`src/rtl/hash_cmd_pkg.sv`:
```
// Shared definitions for the hash-table command path: FSM states, op codes, width helpers.
package hash_cmd_pkg;

  typedef enum logic {
    ASSEMBLE = 1'b0,
    DISCARD  = 1'b1
  } state_e;

  localparam logic [1:0] OP_DELETE = 2'd0;
  localparam logic [1:0] OP_WRITE  = 2'd1;
  localparam logic [1:0] OP_READ   = 2'd2;

  function automatic int calc_cmd_width(input int key_w, input int data_w);
    return 2 + key_w + data_w;
  endfunction

  function automatic int calc_beats(input int cmd_w, input int in_w);
    return (cmd_w + in_w - 1) / in_w;
  endfunction

endpackage

```
`src/rtl/hash_cmd_assembler_if.sv`:
```
// Host beat stream in, assembled command out, plus error reporting, for hash_cmd_assembler.
interface hash_cmd_assembler_if
  import hash_cmd_pkg::*;
#(
  parameter int KEY_WIDTH     = 5,
  parameter int DATA_WIDTH    = 25,
  parameter int IN_WIDTH      = 8,
  parameter int CMD_WIDTH     = calc_cmd_width(KEY_WIDTH, DATA_WIDTH),
  parameter int ERR_CNT_WIDTH = 8
);

  logic [IN_WIDTH-1:0]      s_data_i;
  logic                     s_valid_i;
  logic                     s_last_i;
  logic                     s_ready_o;
  logic [CMD_WIDTH-1:0]     m_data_o;
  logic                     m_valid_o;
  logic                     m_last_o;
  logic                     m_ready_i;
  logic                     err_short_o;
  logic                     err_long_o;
  logic [ERR_CNT_WIDTH-1:0] err_cnt_o;

  modport slave (
    input  s_data_i, s_valid_i, s_last_i, m_ready_i,
    output s_ready_o, m_data_o, m_valid_o, m_last_o,
           err_short_o, err_long_o, err_cnt_o
  );

  modport master (
    output s_data_i, s_valid_i, s_last_i, m_ready_i,
    input  s_ready_o, m_data_o, m_valid_o, m_last_o,
           err_short_o, err_long_o, err_cnt_o
  );

endinterface

```
`src/rtl/hash_cmd_assembler.sv`:
```
// Packs little-endian beats into one {op,key,data} command; output one cycle after the last beat.
// Stalls the final beat only while a held command is not drained; short/long frames are flagged.
module hash_cmd_assembler
  import hash_cmd_pkg::*;
#(
  parameter int KEY_WIDTH     = 5,
  parameter int DATA_WIDTH    = 25,
  parameter int IN_WIDTH      = 8,
  parameter int CMD_WIDTH     = calc_cmd_width(KEY_WIDTH, DATA_WIDTH),
  parameter int BEATS         = calc_beats(CMD_WIDTH, IN_WIDTH),
  parameter int ERR_CNT_WIDTH = 8
) (
  input  logic                 clk,
  input  logic                 reset,
  hash_cmd_assembler_if.slave  bus
);

  localparam int CNT_W = (BEATS > 1) ? $clog2(BEATS) : 1;
  localparam logic [CNT_W-1:0] LAST_CNT = CNT_W'(BEATS - 1);

  state_e                   state_q, state_d;
  logic [CNT_W-1:0]         cnt_q, cnt_d;
  logic [CMD_WIDTH-1:0]     asm_q, asm_d;
  logic [CMD_WIDTH-1:0]     m_data_q, m_data_d;
  logic                     m_valid_q, m_valid_d;
  logic                     err_short_q, err_short_d;
  logic                     err_long_q, err_long_d;
  logic [ERR_CNT_WIDTH-1:0] err_cnt_q, err_cnt_d;

  logic                     s_ready;
  logic                     accept;
  logic                     err_inc;
  logic [CMD_WIDTH-1:0]     merged;

  always_comb begin
    if (reset) begin
      s_ready = 1'b0;
    end else if (state_q == DISCARD) begin
      s_ready = 1'b1;
    end else begin
      s_ready = !(cnt_q == LAST_CNT && m_valid_q && !bus.m_ready_i);
    end
  end

  assign accept = bus.s_valid_i && s_ready;

  // Current beat overlaid on the partial word; bits past CMD_WIDTH are simply never mapped.
  always_comb begin
    merged = asm_q;
    for (int b = 0; b < CMD_WIDTH; b++) begin
      if ((b / IN_WIDTH) == int'(cnt_q)) begin
        merged[b] = bus.s_data_i[b % IN_WIDTH];
      end
    end
  end

  always_comb begin
    state_d     = state_q;
    cnt_d       = cnt_q;
    asm_d       = asm_q;
    m_data_d    = m_data_q;
    m_valid_d   = m_valid_q && !bus.m_ready_i;
    err_short_d = 1'b0;
    err_long_d  = 1'b0;
    err_inc     = 1'b0;
    err_cnt_d   = err_cnt_q;

    case (state_q)
      ASSEMBLE: begin
        if (accept) begin
          if (cnt_q != LAST_CNT) begin
            if (bus.s_last_i) begin
              cnt_d       = '0;
              asm_d       = '0;
              err_short_d = 1'b1;
              err_inc     = 1'b1;
            end else begin
              asm_d = merged;
              cnt_d = cnt_q + 1'b1;
            end
          end else begin
            m_data_d  = merged;
            m_valid_d = 1'b1;
            cnt_d     = '0;
            asm_d     = '0;
            if (!bus.s_last_i) begin
              err_long_d = 1'b1;
              err_inc    = 1'b1;
              state_d    = DISCARD;
            end
          end
        end
      end
      DISCARD: begin
        if (accept && bus.s_last_i) begin
          state_d = ASSEMBLE;
        end
      end
      default: state_d = ASSEMBLE;
    endcase

    if (err_inc && err_cnt_q != '1) begin
      err_cnt_d = err_cnt_q + 1'b1;
    end
  end

  always_ff @(posedge clk) begin
    if (reset) begin
      state_q     <= ASSEMBLE;
      cnt_q       <= '0;
      asm_q       <= '0;
      m_data_q    <= '0;
      m_valid_q   <= 1'b0;
      err_short_q <= 1'b0;
      err_long_q  <= 1'b0;
      err_cnt_q   <= '0;
    end else begin
      state_q     <= state_d;
      cnt_q       <= cnt_d;
      asm_q       <= asm_d;
      m_data_q    <= m_data_d;
      m_valid_q   <= m_valid_d;
      err_short_q <= err_short_d;
      err_long_q  <= err_long_d;
      err_cnt_q   <= err_cnt_d;
    end
  end

  assign bus.s_ready_o   = s_ready;
  assign bus.m_data_o    = m_data_q;
  assign bus.m_valid_o   = m_valid_q;
  assign bus.m_last_o    = m_valid_q;
  assign bus.err_short_o = err_short_q;
  assign bus.err_long_o  = err_long_q;
  assign bus.err_cnt_o   = err_cnt_q;

endmodule
```
`src/flat_wrapper.sv`:
```
// flat-port wrapper written by rule: the top's interface ports become plain ports
module hash_cmd_assembler_flat import hash_cmd_pkg::*;
#(
  parameter int KEY_WIDTH     = 5,
  parameter int DATA_WIDTH    = 25,
  parameter int IN_WIDTH      = 8,
  parameter int CMD_WIDTH     = calc_cmd_width(KEY_WIDTH, DATA_WIDTH),
  parameter int BEATS         = calc_beats(CMD_WIDTH, IN_WIDTH),
  parameter int ERR_CNT_WIDTH = 8
)
  (clk, reset, bus_s_data_i, bus_s_valid_i, bus_s_last_i, bus_m_ready_i, bus_s_ready_o, bus_m_data_o, bus_m_valid_o, bus_m_last_o, bus_err_short_o, bus_err_long_o, bus_err_cnt_o);
  hash_cmd_assembler_if #(.KEY_WIDTH(KEY_WIDTH), .DATA_WIDTH(DATA_WIDTH), .IN_WIDTH(IN_WIDTH), .CMD_WIDTH(CMD_WIDTH), .ERR_CNT_WIDTH(ERR_CNT_WIDTH)) bus_i ();
  input  logic clk;
  input  logic reset;
  input wire logic [$bits(bus_i.s_data_i)-1:0] bus_s_data_i;
  input wire logic [$bits(bus_i.s_valid_i)-1:0] bus_s_valid_i;
  input wire logic [$bits(bus_i.s_last_i)-1:0] bus_s_last_i;
  input wire logic [$bits(bus_i.m_ready_i)-1:0] bus_m_ready_i;
  output wire logic [$bits(bus_i.s_ready_o)-1:0] bus_s_ready_o;
  output wire logic [$bits(bus_i.m_data_o)-1:0] bus_m_data_o;
  output wire logic [$bits(bus_i.m_valid_o)-1:0] bus_m_valid_o;
  output wire logic [$bits(bus_i.m_last_o)-1:0] bus_m_last_o;
  output wire logic [$bits(bus_i.err_short_o)-1:0] bus_err_short_o;
  output wire logic [$bits(bus_i.err_long_o)-1:0] bus_err_long_o;
  output wire logic [$bits(bus_i.err_cnt_o)-1:0] bus_err_cnt_o;
  assign bus_i.s_data_i = bus_s_data_i;
  assign bus_i.s_valid_i = bus_s_valid_i;
  assign bus_i.s_last_i = bus_s_last_i;
  assign bus_i.m_ready_i = bus_m_ready_i;
  assign bus_s_ready_o = bus_i.s_ready_o;
  assign bus_m_data_o = bus_i.m_data_o;
  assign bus_m_valid_o = bus_i.m_valid_o;
  assign bus_m_last_o = bus_i.m_last_o;
  assign bus_err_short_o = bus_i.err_short_o;
  assign bus_err_long_o = bus_i.err_long_o;
  assign bus_err_cnt_o = bus_i.err_cnt_o;
  hash_cmd_assembler #(.KEY_WIDTH(KEY_WIDTH), .DATA_WIDTH(DATA_WIDTH), .IN_WIDTH(IN_WIDTH), .CMD_WIDTH(CMD_WIDTH), .BEATS(BEATS), .ERR_CNT_WIDTH(ERR_CNT_WIDTH)) u_core (.clk(clk), .reset(reset), .bus(bus_i));
endmodule
```
`config.mk`:
```
export PLATFORM = sky130hd
export DESIGN_NAME = hash_cmd_assembler_flat
export DESIGN_NICKNAME = d
export VERILOG_FILES = /design/src/rtl/hash_cmd_pkg.sv /design/src/rtl/hash_cmd_assembler_if.sv /design/src/rtl/hash_cmd_assembler.sv /design/src/flat_wrapper.sv
export SDC_FILE = /design/constraint.sdc
export NUM_CORES = 1
export LEC_CHECK = 0
export ABC_CLOCK_PERIOD_IN_PS = 2200
export CAP_MARGIN = 25
export CORE_ASPECT_RATIO = 1.75
export CORE_MARGIN = 2
export CORE_UTILIZATION = 45
export CTS_CLUSTER_DIAMETER = 40
export CTS_CLUSTER_SIZE = 14
export DETAILED_ROUTE_END_ITERATION = 12
export DONT_BUFFER_PORTS = 1
export SYNTH_ARGS = -nofsm -noshare
export SYNTH_HDL_FRONTEND = slang
export SYNTH_SLANG_ARGS = --single-unit
```
`constraint.sdc`:
```
create_clock -name clk -period 2.2 [get_ports clk]
set_input_delay 0.33 -clock clk [delete_from_list [all_inputs] [get_ports clk]]
set_output_delay 0.33 -clock clk [all_outputs]
set_load 0.02 [all_outputs]
```
Word level (Yosys, flattened, before mapping)
Index checks and enable logic that the tools add are counted.

Add/subtract/negate cells: 2. $mul: 0. Div/mod/pow operators: 0. Order comparisons: 0. Eq/ne operators: 6. Shift operators: 0. Muxes and demuxes: 50. Bitwise gates (word level): 3. Reduce and logical (&&, ||, !) cells: 13.

Operators with widths (number): $mux W32 (2); $mux W1 (45); $add A8 B1 Y8 const B (1); $ne A8 B8 Y1 const B (1); $logic_and A1 B1 Y1 (6); $eq A2 B2 Y1 const A (2); $mux W2 (2); $reduce_or A4 Y1 (1); $not A1 Y1 (3); $reduce_and A3 Y1 (1); $add A2 B1 Y2 const B (1); $eq A1 B2 Y1 const A (1); $eq A2 B2 Y1 const B (1); $logic_not A1 Y1 (2); $logic_not A2 Y1 (1); $ne A2 B2 Y1 const B (1); $pmux W1 S2 (1); $reduce_and A2 Y1 (1); $reduce_or A2 Y1 (1).

Bits in registers: 78. Latch bits: 0. Memory bits (writable): 0. Bits in read-only memories: 0. Bits of input ports: 13. Output and inout bits: 45. Logic and storage cells: 82. Memories kept: 0.

Depth between registers and ports, before layout
Depth in word-level cells: 10. Depth in mapped cells: 8. Gate-level depth less buffers: 6.

Worst setup path after synthesis
No wires, ideal clock.

Path kind: reg2reg. Start: register u_core.cnt_q[0]. End: register u_core.err_cnt_q[5], in the netlist u_core.bus.err_cnt_o[5]. Setup time: 70 ps. Arrival time: 1898 ps. Data required time: 2130 ps. Slack: 231 ps. Stages on the path, launching flop included: 7. Path buffers: 0. Clock period less this slack: 1969 ps. Cells stage by stage: dfxtp_1 -> ha_1 -> ha_1 -> nor4b_4 -> o211ai_4 -> or4_1 -> a21oi_1.

Word-level cells in the longest chain between the ends: 10. Elaborated cells on any way between the ends: 12. Classes of those cells: eq/ne (2); mux (5); reduce/logical (5).

Ends and longest elaborated chain: start: declaration (RTL line hash_cmd_assembler.sv:22) `logic [CNT_W-1:0] cnt_q, cnt_d;`; start signal: assignment (RTL line hash_cmd_assembler.sv:119) `cnt_q <= cnt_d;`; $eq A2 B2 Y1 (RTL line hash_cmd_assembler.sv:41) `s_ready = !(cnt_q == LAST_CNT && m_valid_q && !bus.m_ready_i);`; $logic_and A1 B1 Y1 (2 in a row) (RTL line hash_cmd_assembler.sv:41); $logic_not A1 Y1 (RTL line hash_cmd_assembler.sv:41); $mux W1 (RTL line hash_cmd_assembler.sv:38) `end else if (state_q == DISCARD) begin`; $mux W1 (RTL line hash_cmd_assembler.sv:36) `if (reset) begin`; $logic_and A1 B1 Y1 (RTL line hash_cmd_assembler.sv:45) `assign accept = bus.s_valid_i && s_ready;`; $mux W1 * (RTL line hash_cmd_assembler.sv:70) `if (accept) begin`; $mux W1 * (RTL line hash_cmd_assembler.sv:68) `case (state_q)`; $logic_and A1 B1 Y1 * (RTL line hash_cmd_assembler.sv:102) `if (err_inc && err_cnt_q != '1) begin`; end signal: assignment (RTL line hash_cmd_assembler.sv:125) `err_cnt_q <= err_cnt_d;`; end: declaration (RTL line hash_cmd_assembler.sv:28) `logic [ERR_CNT_WIDTH-1:0] err_cnt_q, err_cnt_d;`.

Every way passes the cells marked *; elsewhere a longest branch is shown, timed or not. A chain may end at the register's enable or synchronous reset.

Worst setup path in the final report
Start: register u_core.cnt_q[0]. End: register u_core.err_cnt_q[7], in the netlist u_core.bus.err_cnt_o[7].

The elaborated chain is that of the path after synthesis.

==> results summary <==
The final antenna diode count came out at 0. The total number of H-tree levels came out at 3. The detailed placer's ending HPWL came out at 4340 um. The remaining global-route overflow came out at 0. After synthesis, the cell types taking the most area are sky130_fd_sc_hd__dfxtp_1 49%, sky130_fd_sc_hd__mux2i_1 8.7%, sky130_fd_sc_hd__nor2_1 7.2%. The overall via count from detail_route came out at 2198.

The average instance in the mapped netlist occupies 9.35 um2. The number of placement rows came out at 38. In the final timing run, aggregate negative setup slack is 0 ns. The number of buffers between clock root and the deepest sink came out at 2. Clock tree synthesis inserted a total of 9 buffers.

The wire length on met2 is 3160 um. The largest single stage delay on the critical path is 0.35 ns. Once the clock tree was built, the setup fixing pass inserted 0 buffers. The initial cell density of the core is 46.6%. Dividing the final minimum period by the clock period gives 93.1%. The number of pins with negative max-slew slack in the final report was 0. The signal on the critical path passes through ha_1 -> ha_1 -> nor4b_4 -> o211ai_4 -> buf_4 -> o41ai_1 -> a21oi_1.

The final core utilization is 51.2%. The share of post-route cells with drive strength above 1 came out at 9.58%. The min-delay analysis places its worst path in the category in2reg. The portion of the post-synthesis area used by sequential elements came out at 48.7%.

The number of global-route vias before repair was 1996. The pre-antenna-repair detailed-routing pass consisted of 4 iterations. Of all cell types, the one taking the most synthesized area is sky130_fd_sc_hd__dfxtp_1. Once the clock tree was built, the resizer swapped 0 gates to a different size. The core region is 0.00618 mm2. The CTS tree is done. The routability congestion estimate from global placement came out at 0.739. The area growth from synthesis to layout is 9.95%. The number of max-capacitance violations reported came out at 0.

The largest vdd supply drop is 0.442 mV. The number of clock sinks seen by CTS is 70. In the routed design, unresolved DRC markers number 0. The average via count per standard cell came out at 5.59. The maximum achievable frequency came out at 488 MHz. The global-route wire length before repair came out at 10200 um. The area of the mapped netlist came out at 0.00288 mm2. On the final layout, the worst clock skew is 0.00475 ns. The overall fraction of global-route tracks in use came out at 19.0%. The worst path required time is 2.42 ns. The worst setup path is launched from a register. The maximum number of pins on one net before global-route repair is 72. Routed signal wires occupy layers up through met4.

The final count of hold timing violations is 0. Synthesis produced a netlist whose cell count is 308. The hold buffer count at CTS is 0. The time the final worst path needs with I/O delays and setup is 2.05 ns.

The first routing iteration left 170 violations. The worst path buffer plus inverter count came out at 1. The die covers 0.00708 mm2.

The Yosys warning count is 0. The top-area cell type share of the netlist area came out at 48.7%. The count of distinct cell types in the synthesized netlist is 36.

The cell at the root of the clock tree is sky130_fd_sc_hd__clkbuf_8. The number of nets in the synthesized netlist is 327. The standard cell with the maximum stage delay on the critical path is sky130_fd_sc_hd__dfxtp_1. The measured slew at the worst slew-check pin is 0.406 ns.

The final setup violation count is 0. Counting flops and latches in the post-synthesis netlist gives 70. The analysis attributes to cell leakage a power of 1.09 nW. The kind of cell with the highest combined delay along the critical path is compound AO/OA/AOI/OAI gates. The headroom to the max-slew limit came out at 72.9%.

Detailed routing placed a total of 399 um of wire on met3. Dividing the detail-routed wire length by the instance count gives 15.9 um. The floorplan die width is 64.5 um. The y dimension of the die is 110 um. The clock-pin slew on the worst setup and hold paths is 0.07 ns. Setup repair after global routing left no endpoint under its margin. The wire length the detailed router placed on met1 is 2560 um. The clock latency on the worst-skew pair is 0.35 ns.

Dividing total power by cell area gives a power density of 733 mW/mm2. The worst setup path is captured at a register. Pin placement for this block handled 58 I/O pins.

After filler insertion, the fill cell instance count of the layout stands at 615. The count of input and output buffers came out at 0. The layout net count came out at 329. The data arrival time of the critical path is 2.27 ns.

The number of antenna violations at the first check in global routing came out at 0. The final layout contains routed wiring with a total length of 6260 um. The critical path in this run is classified as reg2reg. The number of nets with antenna violations after detailed routing is 0. The cell with the most instances on the worst path is sky130_fd_sc_hd__ha_1. The run finished with clean final reports. Along the worst path, the maximum fanout reaches 8.
[final cells by class]
type	instances	area [um2]	area share (%)
clock inverters	2	35.0	1.11
well taps	80	100	3.16
multi-input cells	210	1360	42.8
flip-flops and latches	70	1400	44.3
clock buffers	12	135	4.27
inverters	4	15.0	0.474
repair buffers	15	125	3.95
[placed cells by master, fill, tap and decap left out, types with 2 or more instances in the layout]
master                     instances
sky130_fd_sc_hd__nor2_1           55
sky130_fd_sc_hd__xor2_1            2
sky130_fd_sc_hd__mux2i_1          25
sky130_fd_sc_hd__buf_4            14
sky130_fd_sc_hd__o211ai_1          3
sky130_fd_sc_hd__and3_1            2
sky130_fd_sc_hd__nand3_1           5
sky130_fd_sc_hd__inv_1             4
sky130_fd_sc_hd__or3_1             4
sky130_fd_sc_hd__clkbuf_8          9
sky130_fd_sc_hd__clkbuf_1          3
sky130_fd_sc_hd__ha_1              6
sky130_fd_sc_hd__dfxtp_1          70
sky130_fd_sc_hd__nand4_1           2
sky130_fd_sc_hd__a211oi_1         24
sky130_fd_sc_hd__o21ai_0           3
sky130_fd_sc_hd__a21oi_1          16
sky130_fd_sc_hd__a22oi_1          24
sky130_fd_sc_hd__and4b_1           4
sky130_fd_sc_hd__nand2_1          21
[where the power goes]
| group | total [mW] | internal, mW | switching, mW |
|---|---|---|---|
| sequential | 1.28 | 1.28 | 0.00610 |
| clock | 0.954 | 0.511 | 0.444 |
| combinational | 0.0836 | 0.0395 | 0.0441 |
| total | 2.32 | 1.83 | 0.494 |
[synthesized netlist by cell type]
library cell and count:
sky130_fd_sc_hd__inv_1 4, sky130_fd_sc_hd__a31oi_1 1, sky130_fd_sc_hd__nor2_1 55, sky130_fd_sc_hd__nand3_1 5, sky130_fd_sc_hd__ha_1 6, sky130_fd_sc_hd__or4_1 1
sky130_fd_sc_hd__nor4b_4 1, sky130_fd_sc_hd__nand2_1 21, sky130_fd_sc_hd__nand2b_1 1, sky130_fd_sc_hd__mux2i_1 25, sky130_fd_sc_hd__nor3b_1 1, sky130_fd_sc_hd__or2_2 1
sky130_fd_sc_hd__or3_1 4, sky130_fd_sc_hd__o211ai_1 3, sky130_fd_sc_hd__o211ai_4 1, sky130_fd_sc_hd__buf_4 1, sky130_fd_sc_hd__buf_2 5, sky130_fd_sc_hd__clkbuf_1 9
sky130_fd_sc_hd__a311oi_1 1, sky130_fd_sc_hd__o31ai_1 1, sky130_fd_sc_hd__dfxtp_1 70, sky130_fd_sc_hd__a211oi_1 24, sky130_fd_sc_hd__and3_1 3, sky130_fd_sc_hd__o21ai_0 3
sky130_fd_sc_hd__nand4_1 2, sky130_fd_sc_hd__clkbuf_2 2, sky130_fd_sc_hd__buf_6 1, sky130_fd_sc_hd__and4b_1 4, sky130_fd_sc_hd__buf_1 6, sky130_fd_sc_hd__or4b_1 1
sky130_fd_sc_hd__o41ai_1 1, sky130_fd_sc_hd__a22oi_1 24, sky130_fd_sc_hd__nand3b_1 1, sky130_fd_sc_hd__a21oi_1 16, sky130_fd_sc_hd__nor3_1 1, sky130_fd_sc_hd__xor2_1 2
[cell families (layout without fill, tap and decap cells)]
| kind of cell | Yosys count | after routing | share of synthesized area, % |
|---|---|---|---|
| adder cells (fa/ha/maj) | 6 | 6 | 2.61 |
| flip-flops | 70 | 70 | 48.7 |
| XOR/XNOR | 2 | 2 | 0.608 |
| AND/OR/NAND/NOR | 102 | 102 | 16.7 |
| multiplexers | 25 | 25 | 8.69 |
| AO/OA/AOI/OAI | 75 | 75 | 18.4 |
| buffers and inverters | 28 | 33 | 4.34 |
[through the flow]
stage / cell area, um2 / cells / setup slack, ns / hold slack (ns) / power, mW
5_1_grt: 3170 / 393 / 0.0515 / 0.0309 / 2.40
4_1_cts: 3170 / 393 / 0.157 / 0.0356 / 2.34
3_3_place_gp: 3000 / 379 / 0.225 / 0.405 / 1.39
6_report: 3170 / 393 / 0.151 / 0.0465 / 2.32
3_5_place_dp: 3000 / 379 / 0.184 / 0.407 / 1.39
2_1_floorplan: 2880 / 308 / 0.231 / 0.440 / 1.39
[worst register-to-register path: stages, from the launching register on]
cell	delay [ns]
sky130_fd_sc_hd__dfxtp_1	0.35
sky130_fd_sc_hd__ha_1	0.22
sky130_fd_sc_hd__ha_1	0.30
sky130_fd_sc_hd__nor4b_4	0.30
sky130_fd_sc_hd__o211ai_4	0.13
sky130_fd_sc_hd__buf_4	0.18
sky130_fd_sc_hd__o41ai_1	0.34
sky130_fd_sc_hd__a21oi_1	0.11
[registers in the layout (all words and copies together), names as in the netlist]
name                    flops
u_core.asm_q               24
u_core.bus.err_cnt_o        8
u_core.bus.err_short_o      1
u_core.bus.m_data_o        32
u_core.state_q              1
u_core.cnt_q                2
u_core.bus.m_last_o         1
u_core.bus.err_long_o       1
[path summary, 6_finish.rpt]
check	cells past startpoint	to	from	slack, ns
worst max register to register	7	u_core.bus.err_cnt_o[7]	u_core.cnt_q[0]	0.15
worst min-delay path	1	u_core.bus.m_data_o[24]	reset	0.05
worst min register to register	2	u_core.asm_q[6]	u_core.asm_q[6]	0.50
worst max-delay path	7	u_core.bus.err_cnt_o[7]	u_core.cnt_q[0]	0.15
[routing by layer]
layer,GRT usage [%],up-vias
li1,-,1117
met1,20.9,1013
met2,32.1,57
met3,6.04,11
met4,10.9,0
met5,0,-
Power figures use the tool's default switching activity.
